===== src/rtl/nes_controller_reader_if.sv =====
// nes_controller_reader_if
// Bundles the game-pad serial wires (nes_latch, nes_pulse, nes_data) and the
// decoded button outputs (buttons, up/down/left/right, valid).
//   master : the reader. Drives latch/pulse/buttons/valid and samples nes_data.
//   slave  : the pad side and the consumers. Drives nes_data and observes the rest.
interface nes_controller_reader_if;
  logic       nes_latch;
  logic       nes_pulse;
  logic       nes_data;
  logic [7:0] buttons;
  logic       up;
  logic       down;
  logic       left;
  logic       right;
  logic       valid;

  modport master (
    output nes_latch, nes_pulse, buttons, up, down, left, right, valid,
    input  nes_data
  );

  modport slave (
    input  nes_latch, nes_pulse, buttons, up, down, left, right, valid,
    output nes_data
  );
endinterface


===== src/rtl/nes_controller_reader.sv =====
// nes_controller_reader
// Polls an NES game-pad once per poll period and presents the eight buttons
// as registered active-high bits.
// Ports:
//   inputclk : system clock, rising edge
//   reset    : synchronous, active-high
//   bus      : nes_controller_reader_if.master
//              nes_latch/nes_pulse out to the pad, nes_data in (active-low),
//              buttons[7:0] = {Right,Left,Down,Up,Start,Select,B,A},
//              up/down/left/right = buttons[4..7],
//              valid = one-cycle strobe on every buttons update
module nes_controller_reader #(
  parameter int POLL_CYCLES  = 833_333,
  parameter int LATCH_CYCLES = 600,
  parameter int HALF_CYCLES  = 150
) (
  input logic                      inputclk,
  input logic                      reset,
  nes_controller_reader_if.master  bus
);

  localparam int PW     = (POLL_CYCLES > 1) ? $clog2(POLL_CYCLES) : 1;
  localparam int PH_MAX = (LATCH_CYCLES > HALF_CYCLES) ? LATCH_CYCLES : HALF_CYCLES;
  localparam int HW     = $clog2(PH_MAX);

  localparam logic [PW-1:0] POLL_LAST  = PW'(POLL_CYCLES - 1);
  localparam logic [HW-1:0] LATCH_LAST = HW'(LATCH_CYCLES - 1);
  localparam logic [HW-1:0] HALF_LAST  = HW'(HALF_CYCLES - 1);

  typedef enum logic [1:0] {S_IDLE, S_LATCH, S_LOW, S_HIGH} state_t;

  state_t        r_state, w_state_nxt;
  logic [PW-1:0] r_poll;
  logic [HW-1:0] r_phase, w_phase_nxt;
  logic [2:0]    r_bit, w_bit_nxt;
  logic [7:0]    r_shift, w_shift_nxt;
  logic [7:0]    r_buttons, w_buttons_nxt;
  logic          r_valid, w_valid_nxt;
  logic          r_latch, r_pulse;
  logic [1:0]    r_sync;
  logic          w_data_s;
  logic          w_poll_wrap;

  assign w_data_s    = r_sync[1];
  assign w_poll_wrap = (r_poll == POLL_LAST);

  // Free-running poll timebase; only the wrap cycle matters, and only in IDLE.
  always_ff @(posedge inputclk) begin
    if (reset)            r_poll <= '0;
    else if (w_poll_wrap) r_poll <= '0;
    else                  r_poll <= r_poll + PW'(1);
  end

  // nes_data is asynchronous to inputclk.
  always_ff @(posedge inputclk) begin
    if (reset) r_sync <= 2'b11;
    else       r_sync <= {r_sync[0], bus.nes_data};
  end

  always_comb begin
    w_state_nxt   = r_state;
    w_phase_nxt   = r_phase;
    w_bit_nxt     = r_bit;
    w_shift_nxt   = r_shift;
    w_buttons_nxt = r_buttons;
    w_valid_nxt   = 1'b0;
    case (r_state)
      S_IDLE: begin
        w_phase_nxt = '0;
        if (w_poll_wrap) w_state_nxt = S_LATCH;
      end
      S_LATCH: begin
        if (r_phase == LATCH_LAST) begin
          w_state_nxt = S_LOW;
          w_phase_nxt = '0;
          w_bit_nxt   = 3'd0;
        end else begin
          w_phase_nxt = r_phase + HW'(1);
        end
      end
      S_LOW: begin
        if (r_phase == HALF_LAST) begin
          // Sample as late as possible in the low phase: the pad has had the
          // whole previous high+low time to settle after its shift.
          w_shift_nxt[r_bit] = ~w_data_s;
          w_state_nxt        = S_HIGH;
          w_phase_nxt        = '0;
        end else begin
          w_phase_nxt = r_phase + HW'(1);
        end
      end
      S_HIGH: begin
        if (r_phase == HALF_LAST) begin
          w_phase_nxt = '0;
          if (r_bit == 3'd7) begin
            // Whole-vector load so consumers never see a partial frame.
            w_state_nxt   = S_IDLE;
            w_buttons_nxt = r_shift;
            w_valid_nxt   = 1'b1;
          end else begin
            w_bit_nxt   = r_bit + 3'd1;
            w_state_nxt = S_LOW;
          end
        end else begin
          w_phase_nxt = r_phase + HW'(1);
        end
      end
      default: w_state_nxt = S_IDLE;
    endcase
  end

  // latch/pulse are decoded from the next state so they switch on the same
  // edge as the state register and stay glitch-free at the pins.
  always_ff @(posedge inputclk) begin
    if (reset) begin
      r_state   <= S_IDLE;
      r_phase   <= '0;
      r_bit     <= 3'd0;
      r_shift   <= 8'h00;
      r_buttons <= 8'h00;
      r_valid   <= 1'b0;
      r_latch   <= 1'b0;
      r_pulse   <= 1'b0;
    end else begin
      r_state   <= w_state_nxt;
      r_phase   <= w_phase_nxt;
      r_bit     <= w_bit_nxt;
      r_shift   <= w_shift_nxt;
      r_buttons <= w_buttons_nxt;
      r_valid   <= w_valid_nxt;
      r_latch   <= (w_state_nxt == S_LATCH);
      r_pulse   <= (w_state_nxt == S_HIGH);
    end
  end

  assign bus.nes_latch = r_latch;
  assign bus.nes_pulse = r_pulse;
  assign bus.buttons   = r_buttons;
  assign bus.valid     = r_valid;
  assign bus.up        = r_buttons[4];
  assign bus.down      = r_buttons[5];
  assign bus.left      = r_buttons[6];
  assign bus.right     = r_buttons[7];

endmodule


===== src/flat_wrapper.sv =====
// flat-port wrapper written by rule: the top's interface ports become plain ports
module nes_controller_reader_flat 
#(
  parameter int POLL_CYCLES  = 833_333,
  parameter int LATCH_CYCLES = 600,
  parameter int HALF_CYCLES  = 150
)
  (inputclk, reset, bus_nes_latch, bus_nes_pulse, bus_buttons, bus_up, bus_down, bus_left, bus_right, bus_valid, bus_nes_data);
  nes_controller_reader_if bus_i ();
  input logic inputclk;
  input logic reset;
  output wire logic [$bits(bus_i.nes_latch)-1:0] bus_nes_latch;
  output wire logic [$bits(bus_i.nes_pulse)-1:0] bus_nes_pulse;
  output wire logic [$bits(bus_i.buttons)-1:0] bus_buttons;
  output wire logic [$bits(bus_i.up)-1:0] bus_up;
  output wire logic [$bits(bus_i.down)-1:0] bus_down;
  output wire logic [$bits(bus_i.left)-1:0] bus_left;
  output wire logic [$bits(bus_i.right)-1:0] bus_right;
  output wire logic [$bits(bus_i.valid)-1:0] bus_valid;
  input wire logic [$bits(bus_i.nes_data)-1:0] bus_nes_data;
  assign bus_nes_latch = bus_i.nes_latch;
  assign bus_nes_pulse = bus_i.nes_pulse;
  assign bus_buttons = bus_i.buttons;
  assign bus_up = bus_i.up;
  assign bus_down = bus_i.down;
  assign bus_left = bus_i.left;
  assign bus_right = bus_i.right;
  assign bus_valid = bus_i.valid;
  assign bus_i.nes_data = bus_nes_data;
  nes_controller_reader #(.POLL_CYCLES(POLL_CYCLES), .LATCH_CYCLES(LATCH_CYCLES), .HALF_CYCLES(HALF_CYCLES)) u_core (.inputclk(inputclk), .reset(reset), .bus(bus_i));
endmodule

===== config.mk =====
export PLATFORM = sky130hd
export DESIGN_NAME = nes_controller_reader_flat
export DESIGN_NICKNAME = d
export VERILOG_FILES = /design/src/rtl/nes_controller_reader_if.sv /design/src/rtl/nes_controller_reader.sv /design/src/flat_wrapper.sv
export SDC_FILE = /design/constraint.sdc
export NUM_CORES = 1
export LEC_CHECK = 0
export CORE_ASPECT_RATIO = 0.6
export CORE_UTILIZATION = 35
export DETAILED_ROUTE_END_ITERATION = 8
export PLACE_DENSITY = 0.63
export SETUP_SLACK_MARGIN = 0.1
export SKIP_CTS_REPAIR_TIMING = 1
export SLEW_MARGIN = 20
export SYNTH_ARGS = -nofsm -noshare
export SYNTH_HDL_FRONTEND = slang
export SYNTH_SLANG_ARGS = --single-unit

===== constraint.sdc =====
create_clock -name inputclk -period 2.5 [get_ports inputclk]
set_input_delay 0.75 -clock inputclk [delete_from_list [all_inputs] [get_ports inputclk]]
set_output_delay 0.75 -clock inputclk [all_outputs]
set_load 0.01 [all_outputs]

=== Yosys cells after proc, flatten, opt, wreduce, memory -nomap -nowiden ===
Index checks and enable logic that the tools add are counted.

* Input port bits: 3
* Output and inout bits: 15
* Word-level logic and storage cells: 56
* Flip-flop bits (word level): 56

* Muxes and demuxes: 17
* Equal/unequal tests: 12
* $add $sub $neg: 3
* Reduce and logical (&&, ||, !) cells: 9
* Bitwise operators: 3
* Order comparisons: 2

{| class="wikitable"
|+ Operators by type and width
! operator !! number
|-
| $pmux 10 s3 || 1
|-
| $add 20x1->20 const B || 1
|-
| $eq 20x20->1 const B || 1
|-
| $mux 10 || 2
|-
| $add 10x1->10 const B || 1
|-
| $eq 10x10->1 const B || 1
|-
| $eq 10x8->1 const B || 1
|-
| $mux 2 || 5
|-
| $mux 3 || 3
|-
| $bwmux 8 || 1
|-
| $pmux 2 s4 || 1
|-
| $eq 2x2->1 const B || 3
|-
| $pmux 3 s2 || 1
|-
| $eq 2x1->1 const B || 2
|-
| $lt 3x4->1 const B || 1
|-
| $ne 2x1->1 const B || 2
|-
| $reduce_and 4->1 || 1
|-
| $reduce_or 2->1 || 2
|-
| $add 3x1->3 const B || 1
|-
| $demux 1 s3 || 1
|-
| $eq 3x3->1 const B || 1
|-
| $ge 3x1->1 const B || 1
|-
| $not 1->1 || 3
|-
| $reduce_and 3->1 || 1
|-
| other kinds (7) || 8
|}

=== Logic depth before layout (Yosys ltp) ===
Gate-level depths: netlist of the first run.

* Depth in word-level cells: 5
* Mapped depth: 8
* Mapped depth without buffers: 7

=== Least setup slack after synthesis of the first run ===
OpenSTA, ideal clock, no wires.

* Path kind: input to register
* Start point: input u_core.r_phase[4]
* End point: register u_core.r_shift[4]
* Path slack: 631 ps
* Required time: 2409 ps
* Data arrival time: 1778 ps
* Stages: 7
* Path buffers: 1
* Library setup time: 91 ps
* Cells stage by stage: dfxtp_1 > or3b_1 > or2_1 > buf_6 > nor4b_4 > a21oi_1 > a311oi_1

* Word-level cells in the longest chain between the ends: 2

{| class="wikitable"
|+ RTL lines
! what !! RTL line !! text
|-
| start, declared || nes_controller_reader.sv:34 || <nowiki>logic [HW-1:0] r_phase, w_phase_nxt;</nowiki>
|-
| $eq 10x8->1 || nes_controller_reader.sv:82 || <nowiki>if (r_phase == HALF_LAST) begin</nowiki>
|-
| $reduce_and 2->1 (no source line) || n/a ||
|-
| end signal, assigned || nes_controller_reader.sv:128 || <nowiki>r_shift <= w_shift_nxt;</nowiki>
|-
| end, declared || nes_controller_reader.sv:36 || <nowiki>logic [7:0] r_shift, w_shift_nxt;</nowiki>
|}

Every way passes these cells.
A chain may end at the register's enable or synchronous reset.

=== Final worst setup path of the first run ===
Same ends and word-level chain as after synthesis.

==> flow_metrics.tcl, run 1 <==
set metrics [dict create \
    fin_setup_tns_ns 0 \
    cts_num_sinks 56 \
    finalNetCount 287 \
    drt-initial-drc-count 74 \
    rows 23 \
    path_clk_slew_ns 0.07 \
    async_reset_ff_share_pct 0 \
    chipWidth_um 109.5 \
    finClkSkew_ns 0.006927 \
    route.vias.total 1760 \
    cp-start-kind "flop" \
    drc_errors 0 \
    rrSetupSlack_ns 0.29 \
    ctsHtreeMaxLevel 2 \
    p_per_area_nw_per_um2 579.1 \
    layout_common_cells "dfxtp_1, nor2_1, clkdlybuf4s50_1" \
    peakVddDrop_v 0.0002149 \
    synth.ff_latch_count 56 \
    gr-total-overflow 0 \
    internal_power_mw 1.284 \
    placed_cell_area_um2 2658 \
    hold_class "reg -> reg" \
    hold_viol 0 \
    tightest_slew_ns 0.6428 \
    seq_area_frac_synth_pct 46.19 \
    final_common_cell "dfxtp_1" \
    synthCells 265 \
    power.leakage_nw 0.9282 \
    ioPinCount 18 \
    reg2reg_depth 5 \
    fmax_mhz 452.4 \
    dieArea_um2 7283 \
    detail-route-antenna-nets 0 \
    p_sw_share_pct 20.91 \
    p_sw_uw 339.3 \
    grt_max_degree 21 \
    rsz0062_at_grt "false" \
    setup_viol 0 \
    start_util_pct 36.36 \
    die_h_um 66.51 \
    drt-total-wl_um 4460 \
    startpoint "u_core.r_phase[4]" \
    grt_pass1_wl_um 7500 \
    r2r_start "u_core.r_phase[4]" \
    synth_nets 274 \
    syn-cell-area_um2 2427 \
    crit_end "u_core.r_shift[4]" \
    synth_cell_types 42 \
    status "finished clean" \
    rr_endpoint "u_core.r_shift[4]" \
    avgSynthCellArea_um2 9.160 \
    cts_root_buf "clkbuf_16" \
    gp_congestion 0.7418 \
    pwr-share-seq_pct 55.7 \
    cp_max_fo 8 \
    drive_gt1_share_pct 5.735 \
    area_growth_pct 15.46 \
    p_clk_share_pct 42.4 \
    dr.pass1.iters 4 \
    finalCritPeriodShare_pct 88.41 \
    antenna_cells 0 \
    maxCapViolCount 0 \
    cp_data_required_time_ns 2.69 \
    cp.arrival_ns 2.40 \
    end_kind "flop" \
    core_um2 6676 \
    dp_hpwl_um 3207 \
    track_usage_pct 13.69 \
    slew_headroom_pct 56.82 \
    routedWlPerCell_um 12.19 \
    combPwrFrac_pct 1.9 \
    first_global_vias 1551 \
    crit_type "reg -> reg" \
    synth-edff-count 0 \
    antenna_found_initial 0 \
    cts_tree "yes" \
    insertion_delay_ns 0.29 \
    clockBufferDepth 2 \
    port_buffers 17 \
    final_area_um2 2803 \
    finish.utilization_pct 41.98 \
    slew_viol_final 0 \
    viasPerCell 4.809 \
    yosys_most_used_dff "dfxtp_1" \
    ys_warn_count 0 \
    post-route-min-period_ns 2.210 \
    cts_buffers 5 \
    hold_ws_ns 0.4114 \
]
metal layers:
| metal | vias up | track usage [%] | wire (µm) |
|---|---|---|---|
| met5 | - | 0 | 0 |
| met4 | 0 | 5.500 | 44 |
| met3 | 5 | 3.816 | 98 |
| met2 | 10 | 17.06 | 1657 |
| met1 | 805 | 21.10 | 2660 |
| li1 | 940 | - | - |
synthesized netlist by cell type, drive strengths merged (2+ instances only):
cell     n  area, µm²
dfxtp   56       1121
nor2    49      183.9
xor2    14      122.6
xnor2   12      105.1
a21oi   11      55.05
nand2   11      41.29
nand3   11      55.05
clkbuf   9      33.78
nand4    9      56.30
a311oi   8      70.07
inv      8      30.03
mux2i    8      80.08
buf      6      45.04
ha       6      75.07
and3     5      31.28
nor2b    5      31.28
and2     4      25.02
nor3     4      31.28
nor4     3      18.77
o21ai    3      18.77
or2      3      18.77
or3      3      18.77
a31oi    2      12.51
and4     2      17.52
worst max-delay path, cell delays in order, from the launching register on:
cell,delay (ns)
dfxtp_1,0.38
or3b_1,0.42
or2_1,0.35
nor4b_4,0.55
a21oi_1,0.14
a311oi_1,0.27
power groups by stage:
stage          Clock, mW  Sequential (mW)  Combinational [mW]
2_1_floorplan          0            0.922              0.0220
3_3_place_gp           0            0.924              0.0306
3_5_place_dp           0            0.925              0.0314
4_1_cts            0.717            0.903              0.0315
5_1_grt            0.755            0.905              0.0353
6_report           0.688            0.904              0.0310
state kept, by name, summed over array words and instances (netlist names):
name and count:
u_core.bus.nes_latch 1, u_core.r_sync 2, u_core.bus.nes_pulse 1, u_core.r_bit 3, u_core.r_poll 20, u_core.bus.buttons 8
u_core.r_phase 10, u_core.r_state 2, u_core.r_shift 8, u_core.bus.valid 1
worst min path at each step:
stage	startpoint	to	slack (ns)	depth (start not counted)
floorplan	u_core.r_sync[0]	u_core.r_sync[1]	0.39	1
global placement	u_core.r_sync[0]	u_core.r_sync[1]	0.40	1
CTS	u_core.r_sync[0]	u_core.r_sync[1]	0.41	1
finish	u_core.r_sync[0]	u_core.r_sync[1]	0.41	1
global route	u_core.r_sync[0]	u_core.r_sync[1]	0.45	1
detailed placement	u_core.r_sync[0]	u_core.r_sync[1]	0.39	1
cells by family (layout without fill, tap and decap cells):
kind of cell	after synthesis	after routing	share of synthesized area, %
simple gates	118	118	25.83
flops	56	56	46.19
xor+xnor	26	26	9.382
compound gates	28	28	7.732
mux	8	8	3.299
fa+ha+maj	6	6	3.093
buf+inv	23	37	4.484
final cells by class:
cell class	instances	area, µm²
fillers	658	3874
well taps	87	108.9
inverters	8	30.03
repair buffers	21	200.2
multi-input cells	186	1197
flip-flops and latches	56	1121
clock inverters	2	16.27
clock buffers	6	128.9
metrics by stage:
stage	instances	worst slack [ns]	total power, mW
global placement	358	0.3507	0.9549
floorplan	265	0.6307	0.9436
global route	366	0.1419	1.696
CTS	366	0.2841	1.652
finish	366	0.2898	1.623
detailed placement	358	0.3153	0.9561
Power figures use the tool's default switching activity.
==> run 2: changes to the inputs <==
Settings changed: SLEW_MARGIN 20 to 10.
==> results of run 2 <==
No change in the layout: final DEF, timing and power equal those of run 1.
